===== src/rtl/spi_regbank.sv =====
// spi_regbank -- SPI mode-0 slave giving a host read/write access to a bank
// of NUM_REGS control registers, DATA_W bits each, with burst auto-increment.
//
// Frame: 8-bit command (bit7 = 1 write / 0 read, bits[6:0] = start address),
// then one or more DATA_W-bit words, all MSB first. The address advances by
// one after every word and wraps 7'h7F -> 7'h00.
//   7'h7E : status; bit0 = frame_err (read), any write clears frame_err
//   7'h7F : read-only ID word
//
// Ports
//   clk_clk        in   system clock, all logic on its rising edge
//   reset_reset_n  in   asynchronous active-low reset
//   spi_sclk       in   SPI clock (asynchronous, at most clk_clk/8)
//   spi_nss        in   SPI chip select, active low
//   spi_mosi       in   SPI data from host
//   spi_miso       out  SPI data to host
//   spi_miso_oe    out  MISO drive enable for the external tri-state buffer
//   regs_out       out  register contents, reg k at [k*DATA_W +: DATA_W]
//   wr_strobe      out  one-cycle pulse per register on the cycle it updates
//   frame_err      out  sticky: bad write address or truncated write word
module spi_regbank #(
  parameter int                NUM_REGS  = 5,
  parameter int                DATA_W    = 32,
  parameter logic [DATA_W-1:0] RESET_VAL = '0,
  parameter logic [31:0]       ID_VAL    = 32'h5244_0001
) (
  input  logic                       clk_clk,
  input  logic                       reset_reset_n,
  input  logic                       spi_sclk,
  input  logic                       spi_nss,
  input  logic                       spi_mosi,
  output logic                       spi_miso,
  output logic                       spi_miso_oe,
  output logic [NUM_REGS*DATA_W-1:0] regs_out,
  output logic [NUM_REGS-1:0]        wr_strobe,
  output logic                       frame_err
);

  localparam int                CNT_W  = $clog2(DATA_W) + 1;
  localparam logic [7:0]        NREG   = 8'(NUM_REGS);
  localparam logic [DATA_W-1:0] ID_W   = ID_VAL[DATA_W-1:0];
  localparam logic [6:0]        A_STAT = 7'h7E;
  localparam logic [6:0]        A_ID   = 7'h7F;

  typedef enum logic [1:0] {IDLE, CMD, DATA} state_t;

  state_t state, state_nxt;

  // synchroniser chains: _p0/_p1 are the two metastability flops, _p2 is
  // the one-cycle-old copy used for edge detection
  logic sclk_p0, sclk_p1, sclk_p2;
  logic nss_p0, nss_p1, nss_p2;
  logic mosi_p0, mosi_p1;
  logic [2:0] warm;

  logic sclk_rise, sclk_fall, nss_fall;
  logic nss_s, mosi_s;

  logic [CNT_W-1:0]  cnt;
  logic [DATA_W-1:0] shin;
  logic [DATA_W-1:0] shout;
  logic [DATA_W-1:0] rd_val;
  logic [6:0]        addr;
  logic              rw;
  logic              commit_pend;
  logic              load_pend;
  logic              mapped;

  logic frame_start, cmd_done, word_end, part_abort;

  logic [DATA_W-1:0] regs [NUM_REGS];

  always_ff @(posedge clk_clk or negedge reset_reset_n) begin
    if (!reset_reset_n) begin
      sclk_p0 <= 1'b0;
      sclk_p1 <= 1'b0;
      sclk_p2 <= 1'b0;
      nss_p0  <= 1'b1;
      nss_p1  <= 1'b1;
      nss_p2  <= 1'b1;
      mosi_p0 <= 1'b0;
      mosi_p1 <= 1'b0;
      warm    <= 3'b000;
    end else begin
      sclk_p0 <= spi_sclk;
      sclk_p1 <= sclk_p0;
      sclk_p2 <= sclk_p1;
      nss_p0  <= spi_nss;
      nss_p1  <= nss_p0;
      nss_p2  <= nss_p1;
      mosi_p0 <= spi_mosi;
      mosi_p1 <= mosi_p0;
      warm    <= {warm[1:0], 1'b1};
    end
  end

  assign nss_s     = nss_p1;
  assign mosi_s    = mosi_p1;
  assign sclk_rise = sclk_p1 & ~sclk_p2;
  assign sclk_fall = ~sclk_p1 & sclk_p2;
  // The nss chain resets to "deselected". If nss is actually held low across
  // reset release, the flush of those reset values must not look like a
  // falling edge, so a frame only starts once the whole chain holds real
  // samples; the rest of that frame is then ignored until nss toggles.
  assign nss_fall  = warm[2] & nss_p2 & ~nss_p1;

  assign spi_miso_oe = ~nss_s;

  always_ff @(posedge clk_clk or negedge reset_reset_n) begin
    if (!reset_reset_n) state <= IDLE;
    else                state <= state_nxt;
  end

  always_comb begin
    state_nxt   = state;
    frame_start = 1'b0;
    cmd_done    = 1'b0;
    word_end    = 1'b0;
    part_abort  = 1'b0;
    unique case (state)
      IDLE: begin
        if (nss_fall) begin
          frame_start = 1'b1;
          state_nxt   = CMD;
        end
      end
      CMD: begin
        if (nss_s) begin
          state_nxt = IDLE;
        end else if (sclk_rise && (cnt == CNT_W'(7))) begin
          cmd_done  = 1'b1;
          state_nxt = DATA;
        end
      end
      DATA: begin
        if (nss_s) begin
          state_nxt  = IDLE;
          part_abort = rw && (cnt != '0);
        end else if (sclk_rise && (cnt == CNT_W'(DATA_W - 1))) begin
          word_end = 1'b1;
        end
      end
      default: state_nxt = IDLE;
    endcase
  end

  assign mapped = ({1'b0, addr} < NREG);

  // mapped registers take priority over the status/ID addresses, which only
  // matters when NUM_REGS reaches 127
  always_comb begin
    rd_val = '0;
    if (addr == A_ID)        rd_val = ID_W;
    else if (addr == A_STAT) rd_val = {{(DATA_W-1){1'b0}}, frame_err};
    for (int k = 0; k < NUM_REGS; k++) begin
      if (addr == 7'(k)) rd_val = regs[k];
    end
  end

  always_ff @(posedge clk_clk or negedge reset_reset_n) begin
    if (!reset_reset_n) begin
      cnt         <= '0;
      shin        <= '0;
      shout       <= '0;
      addr        <= '0;
      rw          <= 1'b0;
      commit_pend <= 1'b0;
      load_pend   <= 1'b0;
      spi_miso    <= 1'b0;
      frame_err   <= 1'b0;
      wr_strobe   <= '0;
      for (int k = 0; k < NUM_REGS; k++) regs[k] <= RESET_VAL;
    end else begin
      wr_strobe <= '0;

      if (frame_start) begin
        cnt <= '0;
      end else if (sclk_rise && (state != IDLE)) begin
        cnt  <= (cmd_done || word_end) ? '0 : cnt + CNT_W'(1);
        shin <= {shin[DATA_W-2:0], mosi_s};
      end

      // command byte complete: bit7 is already in shin[6], the last address
      // bit is still on the synchronised MOSI line
      if (cmd_done) begin
        rw        <= shin[6];
        addr      <= {shin[5:0], mosi_s};
        load_pend <= ~shin[6];
      end

      if (word_end) commit_pend <= 1'b1;

      // the shift-out reload waits one cycle after the address step so it
      // sees both the new address and any register just committed
      if (load_pend) load_pend <= 1'b0;

      if (commit_pend) begin
        commit_pend <= 1'b0;
        addr        <= addr + 7'd1;
        load_pend   <= ~rw;
        if (rw) begin
          for (int k = 0; k < NUM_REGS; k++) begin
            if (addr == 7'(k)) begin
              regs[k]      <= shin;
              wr_strobe[k] <= 1'b1;
            end
          end
          if (!mapped) begin
            if (addr == A_STAT) frame_err <= 1'b0;
            else                frame_err <= 1'b1;
          end
        end
      end

      if (part_abort) frame_err <= 1'b1;

      // MISO stays low through the command byte and only shifts in DATA
      if (frame_start) begin
        shout    <= '0;
        spi_miso <= 1'b0;
      end else if (load_pend) begin
        shout <= rd_val;
      end else if (sclk_fall && (state == DATA)) begin
        spi_miso <= shout[DATA_W-1];
        shout    <= {shout[DATA_W-2:0], 1'b0};
      end

      if (state == IDLE && !frame_start) spi_miso <= 1'b0;
    end
  end

  for (genvar k = 0; k < NUM_REGS; k++) begin : g_out
    assign regs_out[k*DATA_W +: DATA_W] = regs[k];
  end

endmodule

===== config.mk =====
export PLATFORM = sky130hd
export DESIGN_NAME = spi_regbank
export DESIGN_NICKNAME = d
export VERILOG_FILES = /design/src/rtl/spi_regbank.sv
export SDC_FILE = /design/constraint.sdc
export NUM_CORES = 1
export LEC_CHECK = 0
export ABC_AREA = 1
export CAP_MARGIN = 20
export CORE_MARGIN = 5
export CORE_UTILIZATION = 55
export DETAILED_ROUTE_END_ITERATION = 8
export PLACE_DENSITY_LB_ADDON = 0.25
export SLEW_MARGIN = 25
export SYNTH_ARGS = -nofsm -noshare
export SYNTH_HDL_FRONTEND = slang
export SYNTH_SLANG_ARGS = --single-unit

===== constraint.sdc =====
create_clock -name clk_clk -period 2.5 [get_ports clk_clk]
set_input_delay 0.375 -clock clk_clk [delete_from_list [all_inputs] [get_ports clk_clk]]
set_output_delay 0.375 -clock clk_clk [all_outputs]
set_load 0.01 [all_outputs]

==> impl_results.md <==
- Worst Clk Skew: 0.0153 ns
- CP startpoint: addr[0]
- Non-Filler Instances: 1859
- CP Class: flop to flop
- CP arrival: 2.60 ns
- CP required: 2.87 ns
- IO Count: 173
- Fill cell count: 1627
- Type of the most critical hold path: input pin to flop
- Most frequent cells in the layout: nand2_1, dfrtp_1, o21ai_0
- Initial drt markers: 812
- Cells after DPL: 1811
- Post-route DRC: 0
- Setup TNS: 0 ns
- Initial Util: 0.559
- Fin. Hold Viols: 0
- RSZ-0062 raised after global routing: false
- Most common cell after layout, fill and taps aside: nand2_1
- CTS tree: done
- Vias in the first global route: 9855
- # setup viols final: 0
- Postcts setup bufs: 0
- Worst path bufs/invs: 3
- Final core utilization: 0.698
- Die footprint: 24400 µm²
- Clk root buf: clkbuf_16
- Max H-tree Level: 1
- Prevailing post-synth register cell: dfrtp_1
- Clk buf depth: 3
- DRT antenna net count: 0
- Most frequent CP cell: inv_2
- CTS clk-pin slew, worst paths: 0.06 ns
- Critical-path maximum fanout: 60
- Gr usage total: 0.273
- Num CTS Buffers: 27
- Slowest CP cell: inv_2
- Syn Nets: 1415
- Overflow after GRT: 0
- Inserted Diodes: 0
- Vias per cell: 5.48
- Cells after Synth: 1404
- GP Congestion: 0.910
- Vias: 10180
- Mapped Area: 11800 µm²
- First-pass DRT Iterations: 6
- Reg2reg start: addr[0]
- Final Cycle Share: 0.893
- Worst VDD drop: 0.612 mV
- Status: completed
- Final nets: 1577
- Core area: 21000 µm²
- Post-synth EDFFs: 0
- PwrDens: 584 nW/µm²
- Max-cap violation count: 0
- Die Y: 156 µm
- Maximum clock frequency: 448 MHz
- # rows: 53
- CP max stage delay: 0.74 ns
- Crit path cell chain: inv_1 > ha_1 > nand2_1 > nor2_4 > inv_2 > nor2_2 > inv_2 > o21ai_0
- Worst-Skew Late Latency: 0.54 ns
- Worst slew pin tran: 1.02 ns
- Mapped Avg Cell Area: 8.37 µm²
- Total power draw: 8.57 mW
- Hold Path Origin: spi_nss
- Pin count of the biggest net entering global routing: 74
- WL final: 33200 µm
- Slew margin rel.: 0.319
- DIE WIDTH: 156 µm
- Leak pwr: 6.56 nW
- Fin Hold WS: 0.250 ns
- TritonCTS Sinks: 260
- IO Port Bufs: 172
- Synthesis-to-layout area growth: 24.9%
- Yosys warning total: 0
- Crit path capture type: flop
- DP HPWL: 22500 µm
- Share of layout cells above drive strength 1: 0.0922
- Cell family with most CP delay: buffers and inverters
- Period minus WS final: 2.23 ns
- Final Max Tran Viols: 0
- Crit path launch type: flop
- First-pass GRT wire length: 53400 µm
- WL per Instance: 17.9 µm
- Yosys cell types: 33
- Sequential share of the synthesized area: 0.554
- Number of antenna violations at the first check in global routing: 0
- Synth Register Bits: 260
- Async SR Flop Fraction: 1.00
metal layers:
metal  global-route usage  part of all wire  wire length, µm
met1                0.376              0.41            13600
met2                0.437              0.47            15500
met3               0.0474             0.083             2740
met4               0.0992             0.038             1260
met5               0.0198            0.0020               66
flip-flops by register name, summed over array words and instances (netlist names), 2 cells and up:
register and cells:
state 2, warm 3, shin 32, shout 32, wr_strobe 5, cnt 6
addr 7, regs_out 160
cell usage after synthesis (all sizes together) (5+ instances only):
library cell,count,area (µm²)
dfrtp,257,6430
ha,6,75.1
nor2,85,363
clkbuf,48,181
nand3,49,245
a21oi,72,360
nor3,6,52.6
nand2,432,1620
buf,29,225
o21ai,255,1430
inv,137,514
nand4,5,31.3
worst register-to-register path: cells and delay by family (launching register included):
| kind | cells | cell delay, ns |
|---|---|---|
| AO/OA/AOI/OAI | 1 | 0.22 |
| buffers and inverters | 3 | 0.96 |
| AND/OR/NAND/NOR | 3 | 0.21 |
| flip-flops | 1 | 0.44 |
| adder cells (fa/ha/maj) | 1 | 0.24 |
through the flow:
| step | cell area [µm²] | setup slack [ns] |
|---|---|---|
| floorplan | 11800 | 0.669 |
| finish | 14700 | 0.267 |
| global placement | 13800 | 0.401 |
| detailed placement | 13800 | 0.336 |
| CTS | 14700 | 0.275 |
| global route | 14700 | 0.0650 |
path summary, 6_finish.rpt:
path | end | slack (ns) | depth (start not counted)
max in group asynchronous | regs_out[117] | 1.36 | 3
min reg2reg | warm[1] | 0.35 | 0
max | regs_out[80] | 0.27 | 8
max reg2reg | regs_out[80] | 0.27 | 8
min | nss_p0 | 0.25 | 1
min in group asynchronous | regs_out[39] | 0.41 | 2
cell families (layout without fill, tap and decap cells):
| family | Yosys count | count (layout) | share of synthesized area |
|---|---|---|---|
| simple gates | 577 | 577 | 0.197 |
| buf+inv | 215 | 395 | 0.0787 |
| fa+ha+maj | 6 | 6 | 0.00639 |
| flops | 260 | 260 | 0.554 |
| compound gates | 343 | 343 | 0.162 |
| other cells | 1 | 1 | 0.000319 |
| xor+xnor | 2 | 2 | 0.00149 |
what timing repair did:
action	CTS	global route
resized for setup	0	1
endpoints found under the hold margin	66	0
hold buffers	1	0
endpoints found under the setup margin	0	28
where the power goes:
group | internal, mW | leakage [nW] | switching, mW
clock network | 2.39 | 0.436 | 1.67
registers | 4.25 | 3.60 | 0.0312
logic | 0.0538 | 2.52 | 0.180
final cells by class:
type	count	area (µm²)	share of cell area
Inverter	138	520	0.0355
Clock inverter	13	159	0.0108
Timing Repair Buffer	210	2080	0.142
Tap cell	275	344	0.0234
Clock buffer	34	732	0.0499
Sequential cell	260	6510	0.444
Multi-Input combinational cell	929	4340	0.295
(Power assumes the default switching activity.)
